### config.mk
export PLATFORM = sky130hd
export DESIGN_NAME = sprite_bank_writer_flat
export DESIGN_NICKNAME = d
export VERILOG_FILES = /design/src/rtl/sprite_bank_writer_pkg.sv /design/src/rtl/sprite_bank_writer_if.sv /design/src/rtl/sprite_bank_writer_fifo.sv /design/src/rtl/sprite_bank_writer.sv /design/src/flat_wrapper.sv
export SDC_FILE = /design/constraint.sdc
export NUM_CORES = 2
export LEC_CHECK = 0
export CORE_AREA = 3 3 415 417
export DETAILED_ROUTE_END_ITERATION = 6
export DIE_AREA = 0 0 418 420
export SLEW_MARGIN = 20
export SYNTH_ARGS = -nofsm -noshare
export SYNTH_HDL_FRONTEND = slang
export SYNTH_HIERARCHICAL = 1
export SYNTH_SLANG_ARGS = --single-unit
export TNS_END_PERCENT = 30
### constraint.sdc
create_clock -name clk -period 6.8 [get_ports clk]
set_input_delay 1.02 -clock clk [delete_from_list [all_inputs] [get_ports clk]]
set_output_delay 1.02 -clock clk [all_outputs]
set_load 0.05 [all_outputs]
### src/rtl/sprite_bank_writer_pkg.sv
// Shared constants, state encoding and command packing for the sprite register bank.
// The pixel comparator imports the same field positions.
package sprite_bank_writer_pkg;

   localparam int SIZE_REG   = 32;
   localparam int N_REGS     = 32;
   localparam int FIFO_DEPTH = 4;
   localparam int ADDR_W     = $clog2(N_REGS);
   localparam int CMD_W      = ADDR_W + SIZE_REG;
   localparam int CNT_W      = $clog2(FIFO_DEPTH) + 1;

   localparam int SPR_X_HI = 28;
   localparam int SPR_X_LO = 19;
   localparam int SPR_Y_HI = 18;
   localparam int SPR_Y_LO = 9;

   typedef enum logic [1:0] {
      IDLE  = 2'd0,
      WAIT  = 2'd1,
      DRAIN = 2'd2
   } state_t;

   typedef struct packed {
      logic [ADDR_W-1:0]   addr;
      logic [SIZE_REG-1:0] data;
   } cmd_t;

   function automatic cmd_t pack_cmd(input logic [ADDR_W-1:0] addr,
                                     input logic [SIZE_REG-1:0] data);
      cmd_t c;
      c.addr = addr;
      c.data = data;
      return c;
   endfunction

endpackage

### src/rtl/sprite_bank_writer_if.sv
// Valid/ready write-command channel from the instruction decoder into the sprite bank writer.
interface sprite_bank_writer_if;
   import sprite_bank_writer_pkg::*;

   logic                cmd_valid;
   logic                cmd_ready;
   logic [ADDR_W-1:0]   cmd_addr;
   logic [SIZE_REG-1:0] cmd_data;

   modport master (output cmd_valid, output cmd_addr, output cmd_data, input cmd_ready);
   modport slave  (input cmd_valid, input cmd_addr, input cmd_data, output cmd_ready);
endinterface

### src/rtl/sprite_bank_writer_fifo.sv
// Small synchronous FIFO holding pending write commands; pointers wrap modulo DEPTH.
module sync_fifo #(
   parameter int WIDTH = 37,
   parameter int DEPTH = 4
) (
   input  logic                     clk,
   input  logic                     reset,
   input  logic                     push,
   input  logic                     pop,
   input  logic [WIDTH-1:0]         wr_data,
   output logic [WIDTH-1:0]         rd_data,
   output logic                     full,
   output logic                     empty,
   output logic [$clog2(DEPTH):0]   count
);
   localparam int PTR_W = $clog2(DEPTH);
   localparam int CNT_W = PTR_W + 1;

   logic [WIDTH-1:0] mem_r [DEPTH];
   logic [PTR_W-1:0] wr_ptr_r;
   logic [PTR_W-1:0] rd_ptr_r;
   logic [CNT_W-1:0] count_r;
   logic             push_ok_s;
   logic             pop_ok_s;

   // Guarding here keeps the FIFO consistent even if a caller ignores full/empty.
   assign push_ok_s = push & ~full;
   assign pop_ok_s  = pop & ~empty;
   assign full      = (count_r == CNT_W'(DEPTH));
   assign empty     = (count_r == CNT_W'(0));
   assign count     = count_r;
   assign rd_data   = mem_r[rd_ptr_r];

   // Storage array, written at the tail.
   always_ff @(posedge clk) begin
      if (push_ok_s) begin
         mem_r[wr_ptr_r] <= wr_data;
      end
   end

   // Pointer and occupancy tracking.
   always_ff @(posedge clk) begin
      if (reset) begin
         wr_ptr_r <= PTR_W'(0);
         rd_ptr_r <= PTR_W'(0);
         count_r  <= CNT_W'(0);
      end else begin
         if (push_ok_s) begin
            wr_ptr_r <= wr_ptr_r + PTR_W'(1);
         end
         if (pop_ok_s) begin
            rd_ptr_r <= rd_ptr_r + PTR_W'(1);
         end
         case ({push_ok_s, pop_ok_s})
            2'b10:   count_r <= count_r + CNT_W'(1);
            2'b01:   count_r <= count_r - CNT_W'(1);
            default: count_r <= count_r;
         endcase
      end
   end
endmodule

### src/rtl/sprite_bank_writer.sv
// Queues CPU sprite-register writes and commits them to the 32-entry bank only during vblank,
// so the scan-out comparator never sees a half-updated sprite.
module sprite_bank_writer
   import sprite_bank_writer_pkg::*;
(
   input  logic                         clk,
   input  logic                         reset,
   sprite_bank_writer_if.slave          cmd,
   input  logic                         vblank,
   output logic [N_REGS*SIZE_REG-1:0]   regs_flat,
   output logic [CNT_W-1:0]             pending,
   output logic                         busy,
   output logic                         commit_pulse
);
   logic                               push_s;
   logic                               pop_s;
   logic                               full_s;
   logic                               empty_s;
   logic [CNT_W-1:0]                   count_s;
   logic [CNT_W-1:0]                   count_next_s;
   logic [CMD_W-1:0]                   head_raw_s;
   cmd_t                               head_s;
   state_t                             state_r;
   logic [N_REGS-1:0][SIZE_REG-1:0]    bank_r;
   logic                               commit_pulse_r;

   // Ready depends only on the registered occupancy, never on cmd_valid.
   assign cmd.cmd_ready = ~full_s;
   assign push_s        = cmd.cmd_valid & ~full_s;
   assign pop_s         = vblank & ~empty_s;
   assign head_s        = cmd_t'(head_raw_s);

   sync_fifo #(
      .WIDTH (CMD_W),
      .DEPTH (FIFO_DEPTH)
   ) u_fifo (
      .clk     (clk),
      .reset   (reset),
      .push    (push_s),
      .pop     (pop_s),
      .wr_data (CMD_W'(pack_cmd(cmd.cmd_addr, cmd.cmd_data))),
      .rd_data (head_raw_s),
      .full    (full_s),
      .empty   (empty_s),
      .count   (count_s)
   );

   // Occupancy after this edge, used to decide whether the FSM returns to IDLE.
   always_comb begin
      count_next_s = count_s;
      case ({push_s, pop_s})
         2'b10:   count_next_s = count_s + CNT_W'(1);
         2'b01:   count_next_s = count_s - CNT_W'(1);
         default: count_next_s = count_s;
      endcase
   end

   // Bank storage and commit strobe.
   always_ff @(posedge clk) begin
      if (reset) begin
         bank_r         <= '0;
         commit_pulse_r <= 1'b0;
      end else begin
         commit_pulse_r <= pop_s;
         if (pop_s) begin
            bank_r[head_s.addr] <= head_s.data;
         end
      end
   end

   // Commit-window FSM: IDLE when empty, WAIT outside vblank, DRAIN while committing.
   always_ff @(posedge clk) begin
      if (reset) begin
         state_r <= IDLE;
      end else begin
         case (state_r)
            IDLE: begin
               if (push_s) begin
                  state_r <= vblank ? DRAIN : WAIT;
               end
            end
            WAIT: begin
               if (vblank) begin
                  state_r <= (count_next_s == CNT_W'(0)) ? IDLE : DRAIN;
               end
            end
            DRAIN: begin
               if (count_next_s == CNT_W'(0)) begin
                  state_r <= IDLE;
               end else if (!vblank) begin
                  state_r <= WAIT;
               end
            end
            default: state_r <= IDLE;
         endcase
      end
   end

   assign regs_flat    = bank_r;
   assign pending      = count_s;
   assign busy         = (state_r != IDLE);
   assign commit_pulse = commit_pulse_r;
endmodule
### src/flat_wrapper.sv
// flat-port wrapper written by rule: the top's interface ports become plain ports
module sprite_bank_writer_flat import sprite_bank_writer_pkg::*;
  (clk, reset, vblank, regs_flat, pending, busy, commit_pulse, cmd_cmd_valid, cmd_cmd_addr, cmd_cmd_data, cmd_cmd_ready);
  sprite_bank_writer_if cmd_i ();
  input  logic clk;
  input  logic reset;
  input  logic vblank;
  output logic [N_REGS*SIZE_REG-1:0] regs_flat;
  output logic [CNT_W-1:0] pending;
  output logic busy;
  output logic commit_pulse;
  input wire logic [$bits(cmd_i.cmd_valid)-1:0] cmd_cmd_valid;
  input wire logic [$bits(cmd_i.cmd_addr)-1:0] cmd_cmd_addr;
  input wire logic [$bits(cmd_i.cmd_data)-1:0] cmd_cmd_data;
  output wire logic [$bits(cmd_i.cmd_ready)-1:0] cmd_cmd_ready;
  assign cmd_i.cmd_valid = cmd_cmd_valid;
  assign cmd_i.cmd_addr = cmd_cmd_addr;
  assign cmd_i.cmd_data = cmd_cmd_data;
  assign cmd_cmd_ready = cmd_i.cmd_ready;
  sprite_bank_writer u_core (.clk(clk), .reset(reset), .cmd(cmd_i), .vblank(vblank), .regs_flat(regs_flat), .pending(pending), .busy(busy), .commit_pulse(commit_pulse));
endmodule
* Word-level counts from Yosys, hierarchy flattened *
Memories as Yosys holds them, arrays and structs flattened. A register that Yosys moved wholly into a read port is not among the register bits.
Cells that the tools add are included.

word-level totals
  register bits after elaboration = 1034
  latch bits = 0
  bits in writable memories = 148
  bits in read-only memories = 0
  input port bits = 41
  output and inout port bits = 1030
  logic and storage cells = 83
  memories kept = 1

memories
  memory               words  bits a word  rd ports  clocked after memory_dff  wr ports  line                           source
  u_core.u_fifo.mem_r  4      37           1         1                         1         sprite_bank_writer_fifo.sv:19  logic [WIDTH-1:0] mem_r [DEPTH];

cells by class
  add/subtract/negate cells = 4
  multiply operators = 0
  divide/modulo/power cells = 0
  $lt $le $gt $ge = 2
  equal/unequal tests = 10
  shift operators = 0
  multiplexer cells = 16
  bitwise gates (word level) = 6
  reduce and logical (&&, ||, !) cells = 7

operators by type and width
  cell                 number
  $bwmux 1024          1
  $demux 32 s5         1
  $mux 32              1
  $mux 2               8
  $pmux 3 s2           2
  $eq 2x1->1 const B   3
  $eq 2x2->1 const B   3
  $logic_not 3->1      2
  $lt 5x6->1 const B   1
  $pmux 2 s3           1
  $ge 5x1->1 const B   1
  $add 2x1->2 const B  2
  $and 1x1->1          4
  $reduce_bool 2->1    2
  $add 3x1->3 const B  1
  $eq 3x3->1 const B   1
  $ne 3x2->1 const B   1
  $reduce_and 3->1     1
  $sub 3x1->3 const B  1
  $logic_not 2->1      1
  $mux 1               2
  $ne 2x1->1 const B   1
  $ne 2x2->1 const B   1
  $not 1->1            2
  $logic_and 1x1->1    1

* Logic depth before layout (Yosys ltp) *
  depth in word-level cells = 9
  depth in mapped cells = 13
  mapped depth without buffers = 13

* Hierarchy *
Netlist, hierarchy kept.

by module, submodules not included
  module              times used  cells an instance  area an instance (um^2)  seq. area each (um^2)
  sprite_bank_writer  1           4626               36188.5                  20559.7
  sync_fifo           1           247                5866.9                   4624.4

* Worst setup path before layout *
Ideal clock, no wire load.

  path type = register to register
  start = register u_core.u_fifo.count_r[0] (netlist: u_core/u_fifo/count[0])
  end = memory u_core.u_fifo.mem_r[0][0], enable pin
  library setup time = 398 ps
  data arrival time = 2730 ps
  path slack = 3673 ps
  stages on the path, launching flop included = 8
  cells stage by stage = dfxtp_1 -> nor3b_2 -> inv_1 -> nand2_1 -> inv_1 -> inv_1 -> nor2_1 -> and2_1

between the ends
  word-level cells in the longest chain between the ends = 6

RTL lines
  element                       line                           source
  start, declared               sprite_bank_writer_fifo.sv:22  logic [CNT_W-1:0] count_r;
  start signal, assigned        sprite_bank_writer_fifo.sv:55  2'b10: count_r <= count_r + CNT_W'(1);
  start signal, assigned        sprite_bank_writer_fifo.sv:56  2'b01: count_r <= count_r - CNT_W'(1);
  start signal, assigned        sprite_bank_writer_fifo.sv:57  default: count_r <= count_r;
  $eq 3x3->1                    sprite_bank_writer_fifo.sv:29  assign full = (count_r == CNT_W'(DEPTH));
  named net u_core.full_s       sprite_bank_writer.sv:17       logic full_s;
  $not 1->1                     n/a
  named net cmd_cmd_ready       flat_wrapper.sv:15             output wire logic [$bits(cmd_i.cmd_ready)-1:0] cmd_cmd_ready;
  $and 1x1->1                   sprite_bank_writer.sv:29       assign push_s = cmd.cmd_valid & ~full_s;
  named net u_core.push_s       sprite_bank_writer.sv:15       logic push_s;
  $and 1x1->1                   sprite_bank_writer_fifo.sv:27  assign push_ok_s = push & ~full;
  $mux 1                        sprite_bank_writer_fifo.sv:36  if (push_ok_s) begin
  $mux 1 (not written as such)  sprite_bank_writer_fifo.sv:37  mem_r[wr_ptr_r] <= wr_data;
  end, declared                 sprite_bank_writer_fifo.sv:19

The timed path passes the listed nets, and every way through them passes these cells.

==> impl_metrics.csv <==
group,metric,value,unit
outcome,status,"finished, final reports clean",
worst_setup_path,reg2reg_depth,6,
worst_setup_path,required,7.51,ns
sta,fin_skew,0.0307,ns
clock_tree,cts_root_buf,"clkbuf_16",
synth,yosys.cell_types.count,51,
power,ir_drop,0.268,mV
worst_setup_path,critPathLaunchType,"register",
worst_setup_path,ff2ff_setup_slack,3.24,ns
sta,maxSlewViolCount,0,
final_layout,drive_gt1_share,7.51,%
synth,synth_nets,4922,
detailed_routing,wl_per_cell,24.8,um
flow_run,maxCapViolCount,0,
sta,tightest_slew,1.18,ns
clock_tree,htreeDepth,4,
grt,antenna_found_initial,20,
worst_setup_path,crit_type,"register to register",
sta,fin_crit,3.56,ns
final_layout,num-fill-cells,17100,
worst_setup_path,path_max_fanout,37,
final_layout,nets,5791,
clock_tree,numCtsBuffers,133,
die,initial_core_util,24.9,%
synth,ys_warn_count,6,
placement,dp_hpwl,126,mm
detailed_routing,first_pass_iters,5,
worst_setup_path,worstPathArrival,4.27,ns
die,coreArea,0.169,mm2
placement,place_congestion,0.823,
grt,grt_pass1_vias,35000,
die,die_h,420,um
clock_tree,post_cts_buffers,0,
synth,synth_simple_gate_area_share,20.2,%
hold_path,holdPathEnd,"u_core/regs_flat[719]$_SDFFE_PP0P_",
placement,portBuffers,1070,
synth,synth_top_family_by_area,"simple AND/OR/NAND/NOR gates",
grt,grt_use_total,21.7,%
synth,ys_ff_latch,1184,
synth,avgSynthCellArea,8.63,um2
clock_tree,cts_resized,0,
grt,grt_max_degree,191,
detailed_routing,final_antenna_net_count,0,
synth,ys.flop_type,"dfxtp_1",
synth,synth_mux_area_share,2.06,%
sta,fin_crit_sh,52.4,%
synth,async_flop_share,0,%
clock_tree,clk_pin_slew,0.06,ns
die,pin_count,1071,
sta,report.final.hold_viol_count,0,
die,die-area,0.176,mm2
detailed_routing,vias,38200,
synth,synth-compound-area-share,12.7,%
grt,grt-ovfl-total,0,
synth,synth_xor_area_share,0.104,%
clock_tree,clk_path_buf_depth,3,
sta,rsz0062_at_grt,"false",
clock_tree,cts_sinks,1184,
synth,synth_top_area_share,49.3,%
synth,synthCells,4873,
final_layout,syn_to_final_growth,40.2,%
sta,max_clock_freq,0.281,GHz
power,powerDensity,309,mW/mm2
hold_path,holdPathStages,2,
hold_path,worstHoldStart,"u_core/regs_flat[719]$_SDFFE_PP0P_",
worst_setup_path,regToRegEndpoint,"u_core/regs_flat[371]$_SDFFE_PP0P_",
detailed_routing,drcViolationCount,0,
hold_path,hold_class,"register to register",
sta,setup_tns,0,ns
synth,synthAdderAreaFrac,0.274,%
synth,synthTopCellsByArea,"dfxtp_1 (49%), nand2_1 (18%), a21oi_1 (12%)",
synth,synth_edf_count,148,
die,num_rows,151,
detailed_routing,wl,200,mm
detailed_routing,viasPerCell,4.74,
power,p_leak,18.7,nW
synth,post-synth-top-area-cell,"dfxtp_1",
clock_tree,cts_tree,"built",
sta,relSlewSlack,21.0,%
clock_tree,clk_latency,0.80,ns
clock_tree,cts_hold_buf,0,
grt,grt_first_pass_wirelength,271,mm
detailed_routing,first_iter_violations,4218,
sta,setup_viol,0,
synth,yosysSeqAreaShare,59.9,%
die,die_w,418,um
synth,syn_area,0.0421,mm2
worst_setup_path,end_kind,"register",
final_layout,fin_util,34.9,%
==> cell usage in the layout (no fill, tap or decap), types with 4 or more instances in the layout <==
| cell type | Yosys | routed |
|---|---|---|
| a21oi_1 | 999 | 999 |
| a21oi_2 | 30 | 30 |
| and2_1 | 4 | 4 |
| buf_12 | 7 | 4 |
| buf_4 | 6 | 82 |
| bufinv_16 | 0 | 4 |
| clkbuf_1 | 307 | 25 |
| clkbuf_16 | 0 | 141 |
| clkbuf_8 | 0 | 29 |
| clkdlybuf4s50_1 | 0 | 1069 |
| clkinv_1 | 0 | 9 |
| clkinv_2 | 0 | 12 |
| dfxtp_1 | 1036 | 1035 |
| diode_2 | 0 | 8 |
| edfxtp_1 | 148 | 148 |
| ha_1 | 6 | 6 |
| inv_1 | 12 | 12 |
| inv_6 | 0 | 6 |
| mux4_2 | 31 | 20 |
| mux4_4 | 0 | 16 |
| nand2_1 | 2053 | 2045 |
| nand2_2 | 30 | 38 |
| nor2_1 | 32 | 8 |
| nor2_2 | 0 | 12 |
| nor2_4 | 1 | 13 |
| nor2_8 | 7 | 7 |
| o21ai_0 | 6 | 6 |
| or3_1 | 4 | 4 |
==> power by group <==
part | internal [W] | leakage [nW] | total, W | switching [W]
logic | 0.000642 | 6.85 | 0.00354 | 0.00290
registers | 0.00730 | 9.70 | 0.00740 | 0.000107
clock network | 0.00427 | 2.17 | 0.00729 | 0.00302
==> sequential cells by signal, summed over array words and instances (netlist names), named ones only <==
| signal | cells |
|---|---|
| u_core/u_fifo/mem_r | 148 |
| u_core/u_fifo/wr_ptr_r | 2 |
| u_core/commit_pulse | 1 |
| u_core/u_fifo/rd_ptr_r | 2 |
| u_core/u_fifo/count | 3 |
| u_core/state_r | 2 |
| u_core/regs_flat | 1024 |
==> cell type report <==
class	instances	area (um2)	area share (%)
repair buffers	1157	11400	19.4
inverters	12	45.0	0.0764
well taps	2218	2780	4.71
clock buffers	195	4020	6.82
flip-flops and latches	1184	25200	42.7
clock inverters	40	387	0.656
diodes	8	20.0	0.0340
multi-input cells	3254	15100	25.6
==> worst max-delay path: stages (launching register included) <==
cell and delay, ns:
dfxtp_1 0.31, buf_4 0.47, mux4_1 0.73, or3b_1 0.72, nor2_4 0.88, nand2_1 0.13, a21oi_1 0.16
==> routing by layer <==
metal | track usage, % | vias to the layer above | wire, um
li1 | - | 17500 | -
met2 | 36.8 | 1834 | 99000
met5 | 0 | - | 0
met4 | 11.2 | 0 | 10400
met1 | 25.1 | 18500 | 74000
met3 | 5.60 | 411 | 17100
==> worst max path at each step <==
stage and end:
3_3_place_gp u_core/regs_flat[588]$_SDFFE_PP0P_, 6_report u_core/regs_flat[371]$_SDFFE_PP0P_, 3_5_place_dp u_core/regs_flat[762]$_SDFFE_PP0P_, 5_1_grt u_core/regs_flat[351]$_SDFFE_PP0P_, 4_1_cts u_core/regs_flat[336]$_SDFFE_PP0P_, 2_1_floorplan u_core/u_fifo/mem_r[0][0]$_DFFE_PP_
==> logic make-up (layout without fill, tap and decap cells) <==
group | after synthesis | after routing
simple gates | 2163 | 2163
flops | 1184 | 1184
xor+xnor | 5 | 5
mux | 38 | 38
buf+inv | 435 | 1404
fa+ha+maj | 8 | 8
other cells | 0 | 8
compound gates | 1040 | 1040
==> synthesized netlist by cell type, drive strengths merged (3+ instances only) <==
library cell,n
or3b,3
edfxtp,148
ha,6
nand2,2083
nand3b,3
or3,5
mux4,37
nor3b,4
and2,4
nand2b,3
and3b,3
buf,115
inv,12
nor2,40
a21oi,1029
xor2,3
clkbuf,308
dfxtp,1036
o21ai,6
==> stage by stage <==
| step | power [W] | instance area [um2] | setup slack [ns] | hold WS (ns) | std cells |
|---|---|---|---|---|---|
| detailed placement | 0.0111 | 54500 | 3.05 | 0.445 | 7824 |
| global placement | 0.0111 | 54500 | 3.08 | 0.441 | 7824 |
| floorplan | 0.00923 | 42100 | 3.67 | 0.459 | 4873 |
| global route | 0.0187 | 58900 | 3.04 | 0.465 | 8064 |
| CTS | 0.0184 | 58900 | 3.16 | 0.453 | 8059 |
| finish | 0.0182 | 59000 | 3.24 | 0.451 | 8068 |
(Power assumes the default switching activity.)
